`config.mk`:
```
export PLATFORM = sky130hd
export DESIGN_NAME = t05_huffman_decoder
export DESIGN_NICKNAME = d
export VERILOG_FILES = /design/src/rtl/t05_huff_pkg.sv /design/src/rtl/t05_huffman_decoder.sv
export SDC_FILE = /design/constraint.sdc
export NUM_CORES = 1
export LEC_CHECK = 0
export CAP_MARGIN = 20
export CELL_PAD_IN_SITES_DETAIL_PLACEMENT = 1
export CELL_PAD_IN_SITES_GLOBAL_PLACEMENT = 1
export CORE_UTILIZATION = 39
export CTS_BUF_LIST = sky130_fd_sc_hd__clkbuf_8
export CTS_CLUSTER_DIAMETER = 150
export DETAILED_ROUTE_END_ITERATION = 8
export HOLD_SLACK_MARGIN = 0.15
export PLACE_DENSITY = 0.94
export SYNTH_ARGS = -nofsm -noshare
export SYNTH_HDL_FRONTEND = slang
export SYNTH_SLANG_ARGS = --single-unit
```
`constraint.sdc`:
```
create_clock -name clk_i -period 10.76 [get_ports clk_i]
set_clock_uncertainty 0.15 [all_clocks]
set_input_delay 1.614 -clock clk_i [delete_from_list [all_inputs] [get_ports clk_i]]
set_output_delay 1.614 -clock clk_i [all_outputs]
set_load 0.05 [all_outputs]
```
`src/rtl/t05_huff_pkg.sv`:
```
// Shared types, htree node field layout and child-decode helpers for the Huffman decoder.
package t05_huff_pkg;

    localparam int unsigned DEF_NODE_W = 71;
    localparam int unsigned DEF_IDX_W  = 7;
    localparam int unsigned DEF_CNT_W  = 16;

    localparam int unsigned MAXIDX_HI = 70;
    localparam int unsigned MAXIDX_LO = 64;
    localparam int unsigned LEFT_HI   = 63;
    localparam int unsigned LEFT_LO   = 55;
    localparam int unsigned RIGHT_HI  = 54;
    localparam int unsigned RIGHT_LO  = 46;
    localparam int unsigned CHILD_W   = 9;

    // A root whose right field holds this marks a one-symbol tree.
    localparam logic [CHILD_W-1:0] NULL_CHILD = 9'h180;

    typedef enum logic [2:0] {
        StIdle,
        StFetch,
        StBit,
        StEmit,
        StDone,
        StError
    } huff_state_e;

    function automatic logic [CHILD_W-1:0] select_child(input logic [CHILD_W-1:0] left,
                                                        input logic [CHILD_W-1:0] right,
                                                        input logic               bit_val,
                                                        input logic               is_root);
        logic [CHILD_W-1:0] res;
        res = left;
        if (bit_val && !(is_root && right == NULL_CHILD)) begin
            res = right;
        end
        return res;
    endfunction

    function automatic logic child_is_internal(input logic [CHILD_W-1:0] child);
        return child[CHILD_W-1];
    endfunction

endpackage

```
`src/rtl/t05_huffman_decoder.sv`:
```
// Serial Huffman decoder: walks the stored htree from the root per symbol, fetching nodes
// over a req/ack port and emitting each decoded character on a valid/ready output.
module t05_huffman_decoder
    import t05_huff_pkg::*;
#(
    parameter int unsigned NODE_W = DEF_NODE_W,
    parameter int unsigned IDX_W  = DEF_IDX_W,
    parameter int unsigned CNT_W  = DEF_CNT_W
) (
    input  logic              clk_i,
    input  logic              rst_ni,
    input  logic              start_i,
    input  logic [IDX_W-1:0]  max_index_i,
    input  logic [CNT_W-1:0]  num_chars_i,
    input  logic              bit_in_i,
    input  logic              bit_valid_i,
    output logic              bit_ready_o,
    output logic              node_req_o,
    output logic [IDX_W-1:0]  node_addr_o,
    input  logic [NODE_W-1:0] node_data_i,
    input  logic              node_ack_i,
    output logic [7:0]        char_out_o,
    output logic              char_valid_o,
    input  logic              char_ready_i,
    output logic              done_o,
    output logic              err_o,
    output logic [CNT_W-1:0]  chars_done_o
);

    huff_state_e              state_q, state_d;
    logic [IDX_W-1:0]         root_q, root_d;
    logic [IDX_W-1:0]         cur_idx_q, cur_idx_d;
    logic [CNT_W-1:0]         num_q, num_d;
    logic [CNT_W-1:0]         cnt_q, cnt_d;
    logic [2*CHILD_W-1:0]     kids_q, kids_d;
    logic [7:0]               char_q, char_d;
    logic [CHILD_W-1:0]       child;
    logic [CNT_W-1:0]         cnt_inc;

    // Only the two child fields steer the walk; max_index and sum are not needed here.
    logic unused_node_bits;
    assign unused_node_bits = ^{node_data_i[MAXIDX_HI:MAXIDX_LO], node_data_i[RIGHT_LO-1:0]};

    assign child   = select_child(kids_q[2*CHILD_W-1:CHILD_W], kids_q[CHILD_W-1:0], bit_in_i,
                                  cur_idx_q == root_q);
    assign cnt_inc = cnt_q + CNT_W'(1);

    always_comb begin
        state_d      = state_q;
        root_d       = root_q;
        cur_idx_d    = cur_idx_q;
        num_d        = num_q;
        cnt_d        = cnt_q;
        kids_d       = kids_q;
        char_d       = char_q;
        bit_ready_o  = 1'b0;
        node_req_o   = 1'b0;
        node_addr_o  = '0;
        char_valid_o = 1'b0;
        done_o       = 1'b0;
        err_o        = 1'b0;

        case (state_q)
            StIdle, StDone: begin
                done_o = (state_q == StDone);
                if (start_i) begin
                    root_d    = max_index_i;
                    num_d     = num_chars_i;
                    cur_idx_d = max_index_i;
                    cnt_d     = '0;
                    state_d   = (num_chars_i == '0) ? StDone : StFetch;
                end
            end
            StFetch: begin
                node_req_o  = 1'b1;
                node_addr_o = cur_idx_q;
                if (node_ack_i) begin
                    kids_d  = {node_data_i[LEFT_HI:LEFT_LO], node_data_i[RIGHT_HI:RIGHT_LO]};
                    state_d = StBit;
                end
            end
            StBit: begin
                bit_ready_o = 1'b1;
                if (bit_valid_i) begin
                    if (child_is_internal(child)) begin
                        // Child value[7] is not part of a node index.
                        if (child[IDX_W-1:0] > root_q) begin
                            state_d = StError;
                        end else begin
                            cur_idx_d = child[IDX_W-1:0];
                            state_d   = StFetch;
                        end
                    end else begin
                        char_d  = child[7:0];
                        state_d = StEmit;
                    end
                end
            end
            StEmit: begin
                char_valid_o = 1'b1;
                if (char_ready_i) begin
                    cnt_d = cnt_inc;
                    if (cnt_inc == num_q) begin
                        state_d = StDone;
                    end else begin
                        cur_idx_d = root_q;
                        state_d   = StFetch;
                    end
                end
            end
            StError: begin
                err_o = 1'b1;
            end
            default: begin
                state_d = StIdle;
            end
        endcase
    end

    assign char_out_o   = char_q;
    assign chars_done_o = cnt_q;

    always_ff @(posedge clk_i or negedge rst_ni) begin
        if (!rst_ni) begin
            state_q   <= StIdle;
            root_q    <= '0;
            cur_idx_q <= '0;
            num_q     <= '0;
            cnt_q     <= '0;
            kids_q    <= '0;
            char_q    <= '0;
        end else begin
            state_q   <= state_d;
            root_q    <= root_d;
            cur_idx_q <= cur_idx_d;
            num_q     <= num_d;
            cnt_q     <= cnt_d;
            kids_q    <= kids_d;
            char_q    <= char_d;
        end
    end

endmodule

```
==> impl_metrics.toml <==
[power_and_ir_drop]
power_frac_seq_pct = 34.7
p_sw_uw = 689
power_uw = 1530
p_leak_uw = 0.00225
powerDensity_nw_per_um2 = 284
p_comb_share_pct = 49.9
intPower_uw = 842
peakVddDrop_uv = 151
switching_share_pct = 45.0
power.share.clock_pct = 15.4

[worst_setup_path]
critPathKind = "in -> reg"
crit_path_start_kind = "input pin"
crit_required_ns = 10.87
critPathMaxFanout = 9
cp.arrival_ns = 5.03
worst_setup_path_end_kind = "flop"

[routing]
first_iter_violations = 178
drc = 0
first_pass_iters = 4
routed_wl_mm = 13.0
ant_nets = 0
viasPerCell = 5.73
wire_per_inst_um = 20.4
vias = 3636

[cts]
cts_hold_buf = 0
cts_tree = "done"
post_cts.repair.setup_buffers = 0
cts_resized = 0
cts.sinks = 75
clock_latency_ns = 0.37
clk_pin_slew_ns = 0.09
htree_levels = 3
clock_path_buffers = 2
cts-root-buf = "clkbuf_8"
cts_buffers = 9

[place]
placed_cell_area_um2 = 5180
dp_hpwl_mm = 9.33
port_buffers = 83
gp_congestion = 0.827

[grt]
grt_max_degree = 76
antenna_found_initial = 0
track_usage_pct = 24.6
grt_pass1_vias = 3964
overflow = 0
grt_pass1_wl_mm = 21.2

[cells_and_area]
multi_input_area_um2 = 2270
num-fill-cells = 1167
area_growth_syn_to_layout_pct = 26.6
diodes = 0
final_area_um2 = 5400
drive_above_1_share_pct = 16.0
final_util_pct = 51.6
ff_latch_area_um2 = 1880
fin_nets = 603

[sta]
setup_viol = 0
period_minus_slack_ns = 4.92
rsz0062_at_grt = "no"
fin_crit_sh_pct = 45.7
setup_tns_ns = 0
drv_slew = 0
relSlewSlack_pct = 29.6
worst_slew_pin_slew_ns = 1.05
report.final.hold_viol_count = 0
fmax_mhz = 203
hold_ws_ns = 0.361

[min_path]
min_path_type = "reg -> reg"

[yosys]
syn_area_um2 = 4270
ys_top_cells_by_area = "dfrtp_1, mux2_2, o21ai_0"
netlist-cell-type-count = 51
synth_seq_area_share_pct = 44.0
syn-num-nets = 528
yosysWarnings = 0
synth_seq_cells = 75
synth_flop_cell = "dfrtp_1"
synth-edff-count = 0
async_reset_ff_share_pct = 100
synth_largest_area_cell = "dfrtp_1"
netlist_instances = 419
synth_top_area_share_pct = 44.0
avgSynthCellArea_um2 = 10.2

[outcome]
status = "complete, no violations"

[floorplanning]
dieArea_um2 = 11400
io_pins = 137
row_count = 37
die_h_um = 107
core_um2 = 10500
initial_core_util_pct = 40.8
fp.dieW_um = 107

[job]
drv_cap = 0
==> metrics by stage <==
stage / cells / setup WS (ns)
after global routing: 635 / 5.63
final: 635 / 5.84
after CTS: 634 / 5.67
after floorplan: 419 / 6.41
after detailed placement: 618 / 5.62
after global placement: 618 / 5.64
==> cell families (layout without fill, tap and decap cells) <==
logic type / count (synthesis) / after routing / share of synthesized area (%)
flip-flops: 75 / 75 / 44.0
multiplexers: 52 / 52 / 13.6
buffers and inverters: 30 / 110 / 2.99
AND/OR/NAND/NOR: 140 / 140 / 18.7
AO/OA/AOI/OAI: 82 / 82 / 11.8
adder cells (fa/ha/maj): 8 / 8 / 2.35
XOR/XNOR: 32 / 32 / 6.57
==> power by group through the flow <==
stage | Clock (uW) | Sequential, uW | Combinational [uW]
after floorplan | 0 | 535 | 497
after global placement | 0 | 517 | 706
after detailed placement | 0 | 531 | 747
after CTS | 238 | 529 | 764
after global routing | 252 | 545 | 825
final | 236 | 531 | 765
==> path summary, 6_finish.rpt <==
path / cells after the start / start / slack [ns] / end
setup / recovery: 13 / bit_in_i / 5.84 / cur_idx_q[1]$_DFFE_PN0P_
hold / removal: 1 / kids_q[9]$_DFFE_PN0P_ / 0.36 / kids_q[9]$_DFFE_PN0P_
setup reg to reg: 13 / kids_q[5]$_DFFE_PN0P_ / 6.32 / cur_idx_q[1]$_DFFE_PN0P_
hold reg to reg: 1 / kids_q[9]$_DFFE_PN0P_ / 0.36 / kids_q[9]$_DFFE_PN0P_
max in group asynchronous: 2 / rst_ni / 8.49 / char_out_o[1]$_DFFE_PN0P_
min in group asynchronous: 2 / rst_ni / 1.33 / num_q[2]$_DFFE_PN0P_
==> area by class of cell <==
class / instances / share of cell area, %
flip-flops and latches: 75 / 34.8
well taps: 136 / 3.15
clock buffers: 10 / 2.55
clock inverters: 6 / 1.34
inverters: 8 / 0.556
repair buffers: 86 / 15.7
multi-input cells: 314 / 42.0
==> registers in the layout, indices dropped and copies added, names as in the netlist <==
signal and count:
cur_idx_q 7, char_out_o 8, root_q 7, state_q 3
num_q 16, kids_q 18, chars_done_o 16
==> worst max-delay path, stage by stage <==
cell	delay (ns)
clkdlybuf4s50_1	0.66
o31ai_4	0.22
nand2_1	0.12
nand2_1	0.11
ha_1	0.33
nor2b_1	0.15
o21a_1	0.15
o21ai_0	0.22
nand2_1	0.11
o211ai_1	0.24
o21ai_0	0.20
a211oi_4	0.50
mux2_2	0.40
==> layout by cell type (no fill, tap or decap), types with 2 or more instances in the layout <==
| cell | synthesis | layout |
|---|---|---|
| nor4_4 | 3 | 3 |
| o31ai_1 | 5 | 5 |
| nor4_1 | 6 | 6 |
| nand4b_1 | 2 | 2 |
| nor2b_1 | 5 | 5 |
| a21oi_1 | 17 | 17 |
| a211oi_1 | 2 | 2 |
| xor2_1 | 11 | 11 |
| and3_1 | 4 | 4 |
| nor3b_1 | 5 | 4 |
| clkinv_4 | 0 | 2 |
| nand2_1 | 56 | 56 |
| o211ai_1 | 2 | 2 |
| and4b_1 | 2 | 2 |
| buf_4 | 2 | 2 |
| inv_1 | 8 | 8 |
| nand4_1 | 8 | 8 |
| ha_1 | 8 | 8 |
| o21ai_0 | 44 | 44 |
| dfrtp_1 | 75 | 75 |
| mux2i_1 | 4 | 4 |
| and4_1 | 3 | 3 |
| inv_6 | 0 | 2 |
| nor3_1 | 4 | 4 |
| and2_1 | 8 | 8 |
| nor2_1 | 17 | 17 |
| mux2_2 | 48 | 48 |
| nand3_1 | 8 | 8 |
| clkdlybuf4s50_1 | 0 | 82 |
| a31oi_1 | 2 | 2 |
| clkbuf_8 | 0 | 10 |
| xnor2_1 | 21 | 21 |
==> layer usage <==
metal	track usage, %	vias up	share of wire [%]
met3	4.26	42	3.9
met4	12.6	0	3.2
met5	0	-	0
met2	41.6	96	50
li1	-	1640	-
met1	30.0	1858	42
==> synthesized netlist by cell type, types with 11 or more instances <==
cell type   n
xnor2_1    21
a21oi_1    17
mux2_2     48
o21ai_0    44
dfrtp_1    75
nor2_1     17
clkbuf_1   12
nand2_1    56
xor2_1     11
Note: power is estimated with default switching activity, not from simulation.
